### src/rtl/alu_pkg.sv
// Shared ALU definitions: opcode encodings, opcode legality check and the
// frame sequencer state encoding.
package alu_pkg;

  localparam int OP_W = 6;

  localparam logic [OP_W-1:0] OP_ADD = 6'b100000;
  localparam logic [OP_W-1:0] OP_SUB = 6'b100010;
  localparam logic [OP_W-1:0] OP_AND = 6'b100100;
  localparam logic [OP_W-1:0] OP_OR  = 6'b100101;
  localparam logic [OP_W-1:0] OP_XOR = 6'b100110;
  localparam logic [OP_W-1:0] OP_NOR = 6'b100111;
  localparam logic [OP_W-1:0] OP_SRL = 6'b000010;
  localparam logic [OP_W-1:0] OP_SRA = 6'b000011;

  typedef enum logic [2:0] {
    ST_WAIT_A  = 3'd0,
    ST_WAIT_B  = 3'd1,
    ST_WAIT_OP = 3'd2,
    ST_EXEC    = 3'd3,
    ST_SEND    = 3'd4
  } state_t;

  function automatic logic is_legal_op(input logic [OP_W-1:0] op);
    case (op)
      OP_ADD, OP_SUB, OP_AND, OP_OR,
      OP_XOR, OP_NOR, OP_SRL, OP_SRA: return 1'b1;
      default:                        return 1'b0;
    endcase
  endfunction

endpackage

### src/rtl/alu_frame_ctrl_if.sv
// Byte-stream link between the UART RX/TX pair (master) and the frame
// sequencer (slave).
interface alu_frame_ctrl_if #(parameter int N = 8);
  logic [N-1:0] rx_data;
  logic         rx_valid;
  logic         tx_busy;
  logic [N-1:0] tx_data;
  logic         tx_start;

  modport master (output rx_data, rx_valid, tx_busy, input tx_data, tx_start);
  modport slave  (input rx_data, rx_valid, tx_busy, output tx_data, tx_start);
endinterface

### src/rtl/alu_frame_ctrl_timer.sv
// Inter-byte watchdog: counts enabled cycles, fires when the count would
// reach TIMEOUT_CYC-1. Clear has priority over count.
module frame_timer #(
  parameter int TIMEOUT_CYC = 1_000_000
) (
  input  logic clk,
  input  logic rst_n,
  input  logic clr,
  input  logic en,
  output logic expired
);
  localparam int CW = $clog2(TIMEOUT_CYC);

  logic [CW-1:0] r_cnt;

  assign expired = en && (r_cnt == CW'(TIMEOUT_CYC - 2));

  always_ff @(posedge clk or negedge rst_n) begin
    if (!rst_n)      r_cnt <= '0;
    else if (clr)    r_cnt <= '0;
    else if (en)     r_cnt <= r_cnt + CW'(1);
  end
endmodule

### src/rtl/alu_frame_ctrl.sv
// Collects A/B/opcode bytes, drives the external ALU from registers and
// hands the result to the transmitter with a start/busy handshake.
module alu_frame_ctrl
  import alu_pkg::*;
#(
  parameter int N           = 8,
  parameter int OPW         = OP_W,
  parameter int TIMEOUT_CYC = 1_000_000
) (
  input  logic             clk,
  input  logic             rst_n,
  alu_frame_ctrl_if.slave  bus,
  output logic [N-1:0]     A,
  output logic [N-1:0]     B,
  output logic [OPW-1:0]   Op,
  input  logic [N-1:0]     Result,
  output logic             busy,
  output logic             err_op,
  output logic             err_ovr,
  output logic             err_tmo
);
  state_t         r_state;
  logic [N-1:0]   r_a, r_b, r_tx_data;
  logic [OPW-1:0] r_op;
  logic           r_err_op, r_err_ovr, r_err_tmo;
  logic           w_op_legal, w_tmr_clr, w_tmr_en, w_tmo;

  assign w_op_legal = (bus.rx_data[N-1:OPW] == '0) && is_legal_op(bus.rx_data[OPW-1:0]);

  // Counting only while waiting mid-frame with no byte, so a byte arriving
  // on the expiry cycle always wins.
  assign w_tmr_en  = ((r_state == ST_WAIT_B) || (r_state == ST_WAIT_OP)) && !bus.rx_valid;
  assign w_tmr_clr = bus.rx_valid || !((r_state == ST_WAIT_B) || (r_state == ST_WAIT_OP));

  frame_timer #(.TIMEOUT_CYC(TIMEOUT_CYC)) u_timer (
    .clk     (clk),
    .rst_n   (rst_n),
    .clr     (w_tmr_clr),
    .en      (w_tmr_en),
    .expired (w_tmo)
  );

  always_ff @(posedge clk or negedge rst_n) begin
    if (!rst_n) begin
      r_state   <= ST_WAIT_A;
      r_a       <= '0;
      r_b       <= '0;
      r_op      <= '0;
      r_tx_data <= '0;
      r_err_op  <= 1'b0;
      r_err_ovr <= 1'b0;
      r_err_tmo <= 1'b0;
    end else begin
      r_err_op  <= 1'b0;
      r_err_ovr <= 1'b0;
      r_err_tmo <= 1'b0;
      case (r_state)
        ST_WAIT_A: if (bus.rx_valid) begin
          r_a     <= bus.rx_data;
          r_state <= ST_WAIT_B;
        end
        ST_WAIT_B: if (bus.rx_valid) begin
          r_b     <= bus.rx_data;
          r_state <= ST_WAIT_OP;
        end else if (w_tmo) begin
          r_err_tmo <= 1'b1;
          r_state   <= ST_WAIT_A;
        end
        ST_WAIT_OP: if (bus.rx_valid) begin
          if (w_op_legal) begin
            r_op    <= bus.rx_data[OPW-1:0];
            r_state <= ST_EXEC;
          end else begin
            r_err_op <= 1'b1;
            r_state  <= ST_WAIT_A;
          end
        end else if (w_tmo) begin
          r_err_tmo <= 1'b1;
          r_state   <= ST_WAIT_A;
        end
        ST_EXEC: begin
          r_tx_data <= Result;
          r_err_ovr <= bus.rx_valid;
          r_state   <= ST_SEND;
        end
        ST_SEND: begin
          r_err_ovr <= bus.rx_valid;
          if (!bus.tx_busy) r_state <= ST_WAIT_A;
        end
        default: r_state <= ST_WAIT_A;
      endcase
    end
  end

  assign A            = r_a;
  assign B            = r_b;
  assign Op           = r_op;
  assign bus.tx_data  = r_tx_data;
  assign bus.tx_start = (r_state == ST_SEND) && !bus.tx_busy;
  assign busy         = (r_state != ST_WAIT_A);
  assign err_op       = r_err_op;
  assign err_ovr      = r_err_ovr;
  assign err_tmo      = r_err_tmo;
endmodule

### src/flat_wrapper.sv
// flat-port wrapper written by rule: the top's interface ports become plain ports
module alu_frame_ctrl_flat import alu_pkg::*;
#(
  parameter int N           = 8,
  parameter int OPW         = OP_W,
  parameter int TIMEOUT_CYC = 1_000_000
)
  (clk, rst_n, A, B, Op, Result, busy, err_op, err_ovr, err_tmo, bus_rx_data, bus_rx_valid, bus_tx_busy, bus_tx_data, bus_tx_start);
  alu_frame_ctrl_if #(.N(N)) bus_i ();
  input  logic clk;
  input  logic rst_n;
  output logic [N-1:0] A;
  output logic [N-1:0] B;
  output logic [OPW-1:0] Op;
  input  logic [N-1:0] Result;
  output logic busy;
  output logic err_op;
  output logic err_ovr;
  output logic err_tmo;
  input wire logic [$bits(bus_i.rx_data)-1:0] bus_rx_data;
  input wire logic [$bits(bus_i.rx_valid)-1:0] bus_rx_valid;
  input wire logic [$bits(bus_i.tx_busy)-1:0] bus_tx_busy;
  output wire logic [$bits(bus_i.tx_data)-1:0] bus_tx_data;
  output wire logic [$bits(bus_i.tx_start)-1:0] bus_tx_start;
  assign bus_i.rx_data = bus_rx_data;
  assign bus_i.rx_valid = bus_rx_valid;
  assign bus_i.tx_busy = bus_tx_busy;
  assign bus_tx_data = bus_i.tx_data;
  assign bus_tx_start = bus_i.tx_start;
  alu_frame_ctrl #(.N(N), .OPW(OPW), .TIMEOUT_CYC(TIMEOUT_CYC)) u_core (.clk(clk), .rst_n(rst_n), .bus(bus_i), .A(A), .B(B), .Op(Op), .Result(Result), .busy(busy), .err_op(err_op), .err_ovr(err_ovr), .err_tmo(err_tmo));
endmodule
### config.mk
export PLATFORM = sky130hd
export DESIGN_NAME = alu_frame_ctrl_flat
export DESIGN_NICKNAME = d
export VERILOG_FILES = /design/src/rtl/alu_pkg.sv /design/src/rtl/alu_frame_ctrl_if.sv /design/src/rtl/alu_frame_ctrl_timer.sv /design/src/rtl/alu_frame_ctrl.sv /design/src/flat_wrapper.sv
export SDC_FILE = /design/constraint.sdc
export NUM_CORES = 1
export LEC_CHECK = 0
export BUFFER_PORTS_ARGS = -buffer_cell sky130_fd_sc_hd__buf_2
export CAP_MARGIN = 25
export CORE_ASPECT_RATIO = 0.5
export CORE_UTILIZATION = 35
export DETAILED_ROUTE_END_ITERATION = 10
export PLACE_DENSITY = 0.54
export SLEW_MARGIN = 0
export SYNTH_ARGS = -nofsm -noshare
export SYNTH_HDL_FRONTEND = slang
export SYNTH_SLANG_ARGS = --single-unit
### constraint.sdc
create_clock -name clk -period 2 [get_ports clk]
set_input_delay 0.1 -clock clk [delete_from_list [all_inputs] [get_ports clk]]
set_output_delay 0.1 -clock clk [all_outputs]
set_load 0.02 [all_outputs]
== Word-level counts from Yosys, hierarchy flattened ==
Index checks and enable logic that the tools add are counted.
Cells by class
  eq/ne operators: 15
  multiplexer cells: 17
  reductions and logical operators: 20
  $add $sub $neg: 1
Operators by type and width (number)
  2-to-1 mux 20 bit: 2
  equality test 6 bit (second input constant): 6
  adder 20 x 1 -> 20 bit (second input constant): 1
  equality test 20 bit (second input constant): 1
  2-to-1 mux 3 bit: 5
  case mux 3 bit (5 select lines): 1
  equality test 6 x 2 -> 1 bit (second input constant): 2
  2-to-1 mux 1 bit: 8
  OR reduction 8 bit: 1
  equality test 3 x 2 -> 1 bit (second input constant): 2
  AND reduction 2 bit: 3
  logical AND 1 bit: 4
  != test 2 bit (second input constant): 2
  OR reduction 2 bit: 2
  equality test 3 x 1 -> 1 bit (second input constant): 1
  equality test 3 bit (second input constant): 1
  zero test 1 bit: 3
  zero test 3 bit: 1
  AND reduction 3 bit: 1
  nonzero test 3 bit: 1
  zero test 2 bit: 1
  logical OR 1 bit: 2
  2-to-1 mux 2 bit: 1
  nonzero test 2 bit: 1
Storage, ports and cells
  output and inout bits: 35
  word-level logic and storage cells: 62
  input port bits: 20
  register bits after elaboration: 56

== Logic depth before layout (Yosys ltp) ==
  word-level depth: 7
  depth in mapped cells: 6
  mapped depth without buffers: 6

== Hierarchy ==
Synthesis repeated with hierarchy kept, for this count alone.
Second synthesis, totals
  cell total of the unflattened synthesis: 216
  area total of the unflattened synthesis: 2573.7 sq um
By module, submodules not included
  alu_frame_ctrl: instances 1, cells each 100, sequential area each 900.9 sq um, area an instance 1483.9 sq um
  frame_timer: instances 1, cells each 116, sequential area each 500.5 sq um, area an instance 1089.8 sq um

== Worst setup path after synthesis ==
Ideal clock, no wire load.
  path kind: register to register
  start point: register u_core.u_timer.r_cnt[8]
  end point: register u_core.r_state[1]
  slack: 269 ps
  library setup time: 142 ps
  arrival: 1589 ps
  data required time: 1858 ps
  buffers on the path: 0
  clock period less this slack: 1731 ps
  stages on the path, launching flop included: 5
  cell sequence: dfrtp_1 -> or4b_2 -> nor4_1 -> nor3b_2 -> o211ai_1
Between the ends
  cells in the longest elaborated chain, start to end: 5
  elaborated cells between the ends (all ways): 6
  those cells by class: 1 x eq/ne; 4 x mux; 1 x reduce/logical
RTL lines
  start: declaration: RTL line alu_frame_ctrl_timer.sv:14  | logic [CW-1:0] r_cnt;
  start signal: assignment: RTL line alu_frame_ctrl_timer.sv:21  | else if (en) r_cnt <= r_cnt + CW'(1);
  equality test 20 bit (*): RTL line alu_frame_ctrl_timer.sv:16  | assign expired = en && (r_cnt == CW'(TIMEOUT_CYC - 2));
  logical AND 1 bit (*): RTL line alu_frame_ctrl_timer.sv:16
  2-to-1 mux 3 bit (*)
  2-to-1 mux 3 bit (on tied branches)
  case mux 3 bit (5 select lines) (*)
  end signal: assignment: RTL line alu_frame_ctrl.sv:45  | r_state <= ST_WAIT_A;
  end signal: assignment: RTL line alu_frame_ctrl.sv:60  | r_state <= ST_WAIT_B;
  end signal: assignment: RTL line alu_frame_ctrl.sv:64  | r_state <= ST_WAIT_OP;
  end: declaration: RTL line alu_frame_ctrl.sv:22  | state_t r_state;
Mark *: on every way between the ends. The rest lies on a longest branch, timed or not.
A chain may end at the register's enable or synchronous reset.

== Worst setup path after layout ==
  start point: register u_core.u_timer.r_cnt[1]
  end point: register u_core.u_timer.r_cnt[18]
Between the ends
  cells in the longest elaborated chain, start to end: 3
RTL lines
  adder 20 x 1 -> 20 bit: RTL line alu_frame_ctrl_timer.sv:21
  2-to-1 mux 20 bit: RTL line alu_frame_ctrl_timer.sv:21
  2-to-1 mux 20 bit: RTL line alu_frame_ctrl_timer.sv:20  | else if (clr) r_cnt <= '0;
Every way passes these cells. The select of a mux whose other input is x is not followed.

==> flow_summary.yaml <==
job:
  cap_violations: 0
power:
  vdd_drop_max_uv: 690
  power.density_mw_per_mm2: 1320
  p_switching_mw: 1.37
  power_frac_seq_pct: 41.3
  clkPwrFrac_pct: 23.9
  p_comb_share_pct: 34.9
  p_sw_share_pct: 34.3
  leakage_nw: 1.34
  p_int_mw: 2.63
timing:
  period_minus_slack_ps: 1850
  finalCritPeriodShare_pct: 92.3
  setup_slack_ps: 153
  hold_viol: 0
  setup_viol: 0
  slew_headroom_pct: 56.0
  fmax_mhz: 541
  whs_ps: 38.3
  worst_pin_slew_ps: 659
  drv_slew: 0
  clock-skew-final_ps: 3.64
placed_design:
  port_buffers: 54
  dpl.hpwl_um: 3500
  routabilityCongestion: 0.783
  place_ws_ps: 113
final_layout:
  area_growth_pct: 23.5
  drive_gt1_share_pct: 40.2
  layout_commonest_cell: "dfrtp_1"
  layout_common_cells: "dfrtp_1 (55), buf_2 (54), mux2_2 (28)"
  diodes: 0
  nNetsFinal: 287
  filler_cell_count: 670
routing:
  drtAntennaViolNets: 0
  viasPerCell: 4.85
  first_pass_iters: 4
  wl_per_cell_um: 13.4
  drc: 0
  num_vias: 1726
  drtIter0Drc: 104
  wl_um: 4780
floorplan:
  die_w_um: 121
  placementRows: 21
  dieHeight_um: 61.3
  dieArea_sq_mm: 0.00738
  coreArea_sq_mm: 0.00673
  io_pins: 55
  initial_core_util_pct: 36.5
setup_path:
  startpoint_type: "flop"
  crit_path_max_fanout: 5
  critPathKind: "flop to flop"
  arrival_ps: 2060
  endpoint_kind: "flop"
  required_ps: 2220
logic_synthesis:
  yosysSeqAreaShare_pct: 57.0
  yosysUniqueCellTypes: 33
  syn_area_sq_mm: 0.00246
  synth_nets: 228
  synth_seq_cells: 56
  synthCells: 206
  avgSynthCellArea_sq_um: 11.9
  ys_warn_count: 0
global_routing:
  grt_max_degree: 28
  grt_use_total_pct: 14.3
  first_global_vias: 1580
  grt_pass1_wl_um: 7970
  overflow: 0
  antenna_found_initial: 0
run_status:
  status: "completed"
clock_tree:
  clockBufferDepth: 2
  ctsRootBufferMaster: "clkbuf_16"
  h-tree-depth: 2
  clkLatencyLatePin_ps: 290
  cts_setup_buffers: 0
  clock-sinks: 56
  cts_buffers: 5
  cts_tree: "yes"
  path_clk_slew_ps: 70
worst_hold_path:
  hp-class: "input pin to flop"
-- timing repair --
action / in CTS / in global routing
hold buffers: 1 / 0
setup endpoints to repair: 0 / 1
endpoints found under the hold margin: 25 / 0
resized for setup: 0 / 2
-- through the flow --
stage                     area, sq um  setup TNS (ps)  instances  power (mW)  util [%]
after floorplan                  2460               0        206        2.61         -
after global placement           2870               0        349        3.05      42.6
final                            3040               0        356        4.00      45.1
after detailed placement         2870               0        349        3.09      42.6
after CTS                        3030               0        356        4.05      45.1
after global routing             3040           -8.49        356        4.24      45.1
-- state kept, by name (all words and copies together), names as in the netlist --
register,flops
u_core.bus.tx_data,8
u_core.Op,6
u_core.err_op,1
u_core.B,8
u_core.r_state,3
u_core.err_tmo,1
u_core.A,8
u_core.err_ovr,1
u_core.u_timer.r_cnt,20
-- power by group through the flow --
| stage | registers, mW | clock network (mW) | logic [mW] |
|---|---|---|---|
| floorplan | 1.96 | 0 | 0.642 |
| global placement | 1.65 | 0 | 1.40 |
| detailed placement | 1.67 | 0 | 1.42 |
| CTS | 1.65 | 0.978 | 1.42 |
| global route | 1.71 | 1.02 | 1.51 |
| finish | 1.65 | 0.955 | 1.39 |
-- per-layer routing --
layer	wire length (um)	share of wire, %	up-vias	global-route usage [%]
met5	0	0	-	0
met4	81	1.7	0	6.35
met3	191	4.0	8	3.89
met2	2240	47	32	22.0
met1	2270	47	853	19.3
li1	-	-	833	-
-- worst paths after layout --
check / start / end / depth (start not counted) / slack (ps)
min reg2reg: u_core.Op[4] / u_core.Op[4] / 1 / 480
min: Result[5] / u_core.bus.tx_data[5] / 2 / 40
max reg2reg: u_core.u_timer.r_cnt[1] / u_core.u_timer.r_cnt[18] / 5 / 150
min in group asynchronous: rst_n / u_core.u_timer.r_cnt[4] / 2 / 370
max in group asynchronous: rst_n / u_core.A[5] / 3 / 1040
max: u_core.u_timer.r_cnt[1] / u_core.u_timer.r_cnt[18] / 5 / 150
-- critical path, stage by stage (launching register included) --
cell and delay, ps:
dfrtp_1 410, ha_2 240, nand2_1 130, or3_1 420
or4_1 410, a21oi_1 160
-- final cells by class --
cell class | instances | area (sq um) | area share, %
timing repair buffer | 62 | 345 | 11.4
clock inverter | 1 | 30.0 | 0.989
multi-input combinational | 133 | 991 | 32.6
tap | 92 | 115 | 3.79
inverter | 7 | 26.3 | 0.866
sequential | 56 | 1400 | 46.2
clock buffer | 5 | 125 | 4.12
-- logic make-up (layout without fill, tap and decap cells) --
kind of cell	Yosys count	count (layout)	synth area share, %
mux	28	28	12.8
compound gates	16	16	4.02
buf+inv	17	75	3.00
fa+ha+maj	2	2	1.02
flops	56	56	57.0
simple gates	74	74	17.5
xor+xnor	13	13	4.63
-- Yosys cell counts --
master / instances / area share (%)
a21boi_0: 1 / 0.31
a21oi_1: 6 / 1.2
and2_1: 2 / 0.51
buf_1: 1 / 0.15
clkbuf_1: 8 / 1.2
clkbuf_8: 1 / 0.56
dfrtp_1: 56 / 57
ha_1: 2 / 1.0
inv_1: 7 / 1.1
mux2_2: 28 / 13
nand2_1: 10 / 1.5
nand3_1: 8 / 1.6
nand3b_1: 4 / 1.2
nand4_1: 1 / 0.25
nand4_2: 2 / 1.0
nand4b_1: 1 / 0.36
nor2_1: 18 / 2.7
nor2b_1: 3 / 0.76
nor3_1: 3 / 0.61
nor3b_2: 2 / 1.0
nor4_1: 6 / 1.5
nor4bb_1: 1 / 0.41
o211ai_1: 2 / 0.61
o21ai_0: 3 / 0.61
o2bb2ai_1: 1 / 0.36
o31ai_1: 3 / 0.92
or2_2: 2 / 0.51
or3_1: 5 / 1.3
or3_4: 1 / 0.46
or4_1: 4 / 1.2
or4b_2: 1 / 0.41
xnor2_1: 10 / 3.6
xor2_1: 3 / 1.1
Power figures use the tool's default switching activity.
